==> config.mk <==
export PLATFORM = sky130hd
export DESIGN_NAME = qpsk_rx_ctrl
export DESIGN_NICKNAME = d
export VERILOG_FILES = /design/src/rtl/qpsk_pkg.sv /design/src/rtl/sample_tick_gen.sv /design/src/rtl/qpsk_rx_ctrl.sv
export SDC_FILE = /design/constraint.sdc
export NUM_CORES = 1
export LEC_CHECK = 0
export CORE_MARGIN = 2
export CORE_UTILIZATION = 45
export CTS_CLUSTER_DIAMETER = 150
export CTS_CLUSTER_SIZE = 16
export DETAILED_ROUTE_END_ITERATION = 16
export GPL_TIMING_DRIVEN = 0
export PLACE_DENSITY = 0.68
export SETUP_SLACK_MARGIN = 0.05
export SYNTH_ARGS = -nofsm -noshare
export SYNTH_HDL_FRONTEND = slang
export SYNTH_HIERARCHICAL = 1
export SYNTH_SLANG_ARGS = --single-unit
==> constraint.sdc <==
create_clock -name clk -period 2.65 [get_ports clk]
set_clock_uncertainty 0.1 [all_clocks]
set_input_delay 0.6625 -clock clk [delete_from_list [all_inputs] [get_ports clk]]
set_output_delay 0.6625 -clock clk [all_outputs]
set_load 0.1 [all_outputs]
==> src/rtl/qpsk_pkg.sv <==
`default_nettype none
// ============================================================================
// qpsk_pkg : shared state encoding, default constants and the head-detect compare
// Revision 1.0
// ============================================================================
package qpsk_pkg;

    typedef enum logic [1:0] {
        HUNT = 2'd0,
        RUN  = 2'd1,
        GAP  = 2'd2
    } state_t;

    localparam int SAMP_DIV_D  = 4;
    localparam int SPS_D       = 32;
    localparam int SYMS_D      = 32;
    localparam int THRESH_D    = 60;
    localparam int GAP_TICKS_D = 8;

    // Widening to int keeps -256 representable as a magnitude above any threshold.
    function automatic logic abs_gt(input logic signed [8:0] sample, input int thr);
        int s;
        s = int'(sample);
        return (s > thr) || (s < -thr);
    endfunction

endpackage
`default_nettype wire

==> src/rtl/sample_tick_gen.sv <==
`default_nettype none
// ============================================================================
// sample_tick_gen : modulo-SAMP_DIV divider with synchronous clear and tick out
// Revision 1.0
// ============================================================================
module sample_tick_gen #(
    parameter int SAMP_DIV = 4
) (
    input  logic clk,
    input  logic reset,
    input  logic clr,
    output logic tick
);

    localparam int c_w = (SAMP_DIV > 2) ? $clog2(SAMP_DIV) : 1;
    localparam logic [c_w-1:0] c_last = c_w'(SAMP_DIV - 1);

    logic [c_w-1:0] r_cnt;

    always_ff @(posedge clk) begin
        if (!reset) begin
            r_cnt <= '0;
        end else if (clr || (r_cnt == c_last)) begin
            r_cnt <= '0;
        end else begin
            r_cnt <= r_cnt + 1'b1;
        end
    end

    assign tick = (r_cnt == c_last);

endmodule
`default_nettype wire

==> src/rtl/qpsk_rx_ctrl.sv <==
`default_nettype none
// ============================================================================
// qpsk_rx_ctrl : QPSK receive frame sequencer (head hunt, sample/symbol timing,
//                accumulator control and bit-error-injection schedule)
// Revision 1.0
// ============================================================================
module qpsk_rx_ctrl
    import qpsk_pkg::*;
#(
    parameter int SAMP_DIV       = SAMP_DIV_D,
    parameter int SPS            = SPS_D,
    parameter int SYMS_PER_FRAME = SYMS_D,
    parameter int THRESH         = THRESH_D,
    parameter int GAP_TICKS      = GAP_TICKS_D
) (
    input  logic              clk,
    input  logic              reset,
    input  logic              enable,
    input  logic signed [8:0] channel_in,
    input  logic        [3:0] ber_period,
    output logic              samp_en,
    output logic        [4:0] phase_idx,
    output logic              acc_load,
    output logic              sym_strobe,
    output logic        [4:0] sym_idx,
    output logic              err_flip,
    output logic              frame_active,
    output logic              frame_done,
    output logic              frame_abort
);

    generate
        if (SAMP_DIV < 2 || SPS < 2 || SPS > 32 || SYMS_PER_FRAME < 1 ||
            SYMS_PER_FRAME > 32 || GAP_TICKS < 1 || GAP_TICKS > 256) begin : g_param_check
            $error("qpsk_rx_ctrl: parameter out of range");
        end
    endgenerate

    localparam logic [4:0] c_ph_last  = 5'(SPS - 1);
    localparam logic [4:0] c_sym_last = 5'(SYMS_PER_FRAME - 1);
    localparam logic [7:0] c_gap_last = 8'(GAP_TICKS - 1);

    state_t     r_state;
    logic       r_start;
    logic [4:0] r_phase_cnt;
    logic [4:0] r_sym_cnt;
    logic [3:0] r_err_cnt;
    logic [7:0] r_gap_cnt;

    logic w_tick;
    logic w_sym_end;
    logic w_frame_end;
    logic w_div_clr;
    logic w_flip;

    // r_phase_cnt counts samples taken since the load; the symbol closes on the
    // tick after the (SPS-1)th sample, giving SPS ticks per symbol.
    assign w_sym_end   = w_tick && (r_phase_cnt == c_ph_last);
    assign w_frame_end = (r_state == RUN) && enable && !r_start && w_sym_end &&
                         (r_sym_cnt == c_sym_last);
    assign w_div_clr   = r_start || w_frame_end;
    assign w_flip      = (ber_period != 4'd0) && (r_err_cnt == ber_period);

    sample_tick_gen #(
        .SAMP_DIV (SAMP_DIV)
    ) u_tick (
        .clk   (clk),
        .reset (reset),
        .clr   (w_div_clr),
        .tick  (w_tick)
    );

    always_ff @(posedge clk) begin
        if (!reset) begin
            r_state      <= HUNT;
            r_start      <= 1'b0;
            r_phase_cnt  <= 5'd0;
            r_sym_cnt    <= 5'd0;
            r_err_cnt    <= 4'd1;
            r_gap_cnt    <= 8'd0;
            samp_en      <= 1'b0;
            phase_idx    <= 5'd0;
            acc_load     <= 1'b0;
            sym_strobe   <= 1'b0;
            sym_idx      <= 5'd0;
            err_flip     <= 1'b0;
            frame_active <= 1'b0;
            frame_done   <= 1'b0;
            frame_abort  <= 1'b0;
        end else begin
            samp_en     <= 1'b0;
            acc_load    <= 1'b0;
            sym_strobe  <= 1'b0;
            err_flip    <= 1'b0;
            frame_done  <= 1'b0;
            frame_abort <= 1'b0;

            case (r_state)
                HUNT: begin
                    frame_active <= 1'b0;
                    if (enable && abs_gt(channel_in, THRESH)) begin
                        r_state <= RUN;
                        r_start <= 1'b1;
                    end
                end

                RUN: begin
                    if (!enable) begin
                        frame_abort  <= 1'b1;
                        frame_active <= 1'b0;
                        r_start      <= 1'b0;
                        r_state      <= HUNT;
                    end else if (r_start) begin
                        r_start      <= 1'b0;
                        acc_load     <= 1'b1;
                        frame_active <= 1'b1;
                        phase_idx    <= 5'd1;
                        sym_idx      <= 5'd0;
                        r_phase_cnt  <= 5'd0;
                        r_sym_cnt    <= 5'd0;
                    end else if (w_sym_end) begin
                        sym_strobe <= 1'b1;
                        sym_idx    <= r_sym_cnt;
                        err_flip   <= w_flip;
                        r_err_cnt  <= w_flip ? 4'd1 : r_err_cnt + 4'd1;
                        if (r_sym_cnt == c_sym_last) begin
                            frame_done   <= 1'b1;
                            frame_active <= 1'b0;
                            r_gap_cnt    <= 8'd0;
                            r_state      <= GAP;
                        end else begin
                            acc_load    <= 1'b1;
                            phase_idx   <= 5'd1;
                            r_phase_cnt <= 5'd0;
                            r_sym_cnt   <= r_sym_cnt + 5'd1;
                        end
                    end else if (w_tick) begin
                        samp_en     <= 1'b1;
                        phase_idx   <= r_phase_cnt + 5'd1;
                        r_phase_cnt <= r_phase_cnt + 5'd1;
                    end
                end

                GAP: begin
                    if (!enable) begin
                        r_state <= HUNT;
                    end else if (w_tick) begin
                        if (r_gap_cnt == c_gap_last) begin
                            r_state <= HUNT;
                        end else begin
                            r_gap_cnt <= r_gap_cnt + 8'd1;
                        end
                    end
                end

                default: r_state <= HUNT;
            endcase
        end
    end

endmodule
`default_nettype wire
==> flow_summary.ini <==
[place]
io_buffer_count = 32
finalWeightedCongestion = 0.770
dp_hpwl_um = 3070
placed_area_um2 = 2380

[critical_path]
r2r_end = u_tick/r_cnt[1]
reg2reg_from = phase_idx[1]
end_kind = output port
startpoint = sym_idx[3]
path_cells = clkdlybuf4s50_1
cp_slowest_cell = clkdlybuf4s50_1
arrival_ps = 1770
critical_path.max_stage_delay_ps = 1130
path_class = flop to output port
crit_path_start_kind = flop
critPathMaxFanout = 2
path_buf_inv = 1
cp_top_family = buffers and inverters
regToRegSetupSlack_ps = 270
worstPathRequired_ps = 1890
reg2regPathDepth = 9

[yosys]
synthAdderAreaFrac_pct = 4.38
yosysSeqAreaShare_pct = 40.1
synthSimpleGateAreaFrac_pct = 27.0
synth_xor_area_share_pct = 4.38
ys_warn_count = 6
synth_area_um2 = 2000
ys_ff_latch = 40
synthMuxAreaShare_pct = 2.50
ys_async_sr_fraction_pct = 0
syn_inst = 219
synth_compound_area_share_pct = 16.7
syn_nets = 242
synth_ff_type = dfxtp_1
synth.distinct_cells = 49
synth_area_per_cell_um2 = 9.12
synth_edf_count = 0
synth_top_family_by_area = simple AND/OR/NAND/NOR gates

[cells_and_area]
final_util_pct = 57.2
nNetsFinal = 281
final_cell_mix = 40 x dfxtp_1, 27 x clkdlybuf4s50_1, 22 x nand2_1, 14 x nor2_1, 14 x a21oi_1
syn_to_final_growth_pct = 23.9
insertedDiodeCount = 0
drive_gt1_share_pct = 8.88
fill_cells = 414
postLayoutCellArea_um2 = 2470
layout_commonest_cell = dfxtp_1

[drt]
wire_per_inst_um = 13.3
drtAntennaViolNets = 0
viasPerCell = 5.45
vias = 1695
initialDrtViolationCount = 44
drt-total-wl_um = 4140
dr.pass1.iters = 4
drc = 0

[global_route]
grt_pass1_wl_um = 7310
grt.total_usage_pct = 17.9
grt_use_met2_pct = 29.6
grt_max_degree = 13
grt_busiest_layer = met2
grt_use_met3_pct = 4.56
antenna_found_initial = 0
grt_pass1_vias = 1639
gr-usage-met1_pct = 23.2
grt_overflow = 0

[cts]
insertion_delay_ps = 300
clk_pin_slew_worst_paths_ps = 80
h-tree-depth = 2
cts_root_buffer = clkbuf_8
clockBufferDepth = 2
ctsHoldBuffers = 0
numCtsBuffers = 5
cts_tree = built
clock_sinks = 40

[power]
switching_share_pct = 23.8
peakVddDrop_mv = 0.233
power.leakage_uw = 0.000934
comb_power_share_pct = 8.3
pwr-share-seq_pct = 54.1
finalPower_uw = 1130
p_per_area_nw_per_um2 = 458
p_switching_uw = 270
p_int_uw = 864
pwr-share-clk_pct = 37.6

[sta]
slew_viol_final = 0
slew_headroom_pct = 34.6
finalCriticalPeriod_ps = 2530
rsz0062_at_grt = no
fmax_mhz = 395
tightest_slew_ps = 977
finalCritPeriodShare_pct = 95.6
setup_viol = 0
hold_viol_final = 0

[die]
core_um2 = 4320
start_util_pct = 46.2
die_area_um2 = 4990
io_pins = 33
die_w_um = 70.6
rows = 24
die_h_um = 70.6

[run_status]
status = complete, no violations

[flow_run]
drv_cap = 0

[worst_hold_path]
hp-class = flop to flop
whs_path_depth = 1
hp-start = u_tick/r_cnt[0]
hold_path_end = u_tick/r_cnt[0]
## worst max path at each step
stage | end | slack [ps] | depth (start not counted)
2_1_floorplan | u_tick/r_cnt[1] | 570 | 9
3_3_place_gp | err_flip | -90 | 6
3_5_place_dp | err_flip | -90 | 6
4_1_cts | sym_idx[1] | 90 | 1
5_1_grt | err_flip | 70 | 6
6_report | sym_idx[3] | 120 | 1
## power groups by stage
| stage | sequential [uW] | clock (uW) | combinational, uW |
|---|---|---|---|
| after floorplan | 635 | 0 | 45.8 |
| after global placement | 627 | 0 | 93.2 |
| after detailed placement | 628 | 0 | 94.9 |
| after CTS | 613 | 442 | 95.2 |
| after global routing | 615 | 461 | 104 |
| final | 613 | 426 | 94.3 |
## Yosys cell counts (all sizes together) (3+ instances only)
master    n  share of area [%]
dfxtp    40                 40
nand2    22                4.1
a21oi    16                4.4
nor2     14                2.6
nand3    10                3.1
clkbuf    8                1.5
nand4b    8                3.5
buf       7                2.6
ha        7                4.4
xor2      7                3.1
and3      6                1.9
o21ai     6                1.5
and2      5                1.6
inv       5               0.94
mux2i     5                2.5
nor3      5                1.3
o211ai    4                1.5
a2111o    3                1.7
a21boi    3                1.1
and3b     3                1.3
nand4     3               0.94
o2111ai   3                1.3
or2       3               0.94
xnor2     3                1.3
## cells by family after synthesis
group	Yosys count
AO/OA/AOI/OAI	45
XOR/XNOR	10
adder cells (fa/ha/maj)	7
buffers and inverters	20
flip-flops	40
multiplexers	5
AND/OR/NAND/NOR	92
## per-stage QoR
step           TNS, ps  hold WS (ps)  instances  worst slack (ps)
2_1_floorplan        0           321        219               566
3_3_place_gp      -284           338        303             -87.6
3_5_place_dp      -323           338        303             -93.1
4_1_cts              0           350        311              88.8
5_1_grt              0           373        311              69.7
6_report             0           346        311               116
## final cells by class
type	instances	area (um2)	area share, %
tap	52	65.1	2.63
inverter	5	18.8	0.758
buffer	15	81.3	3.29
multi-input combinational	159	1100	44.3
sequential	40	801	32.4
clock inverter	1	7.51	0.303
timing repair buffer	32	318	12.8
clock buffer	7	86.3	3.49
## state kept, by name, indices dropped and copies added (netlist names), 2 cells and up
register / cells
phase_idx: 5
r_err_cnt: 4
r_gap_cnt: 8
r_state: 2
r_sym_cnt: 5
sym_idx: 5
u_tick/r_cnt: 2
## timing repair
action	CTS	global route
setup endpoints to repair	4	1
endpoints found under the hold margin	0	0
resized for setup	4	1
buffers inserted	0	0
## metal layers
layer	wire length, um	up-vias
li1	-	876
met1	2050	796
met2	1920	18
met3	120	5
met4	48	0
met5	0	-
(Power assumes the default switching activity.)
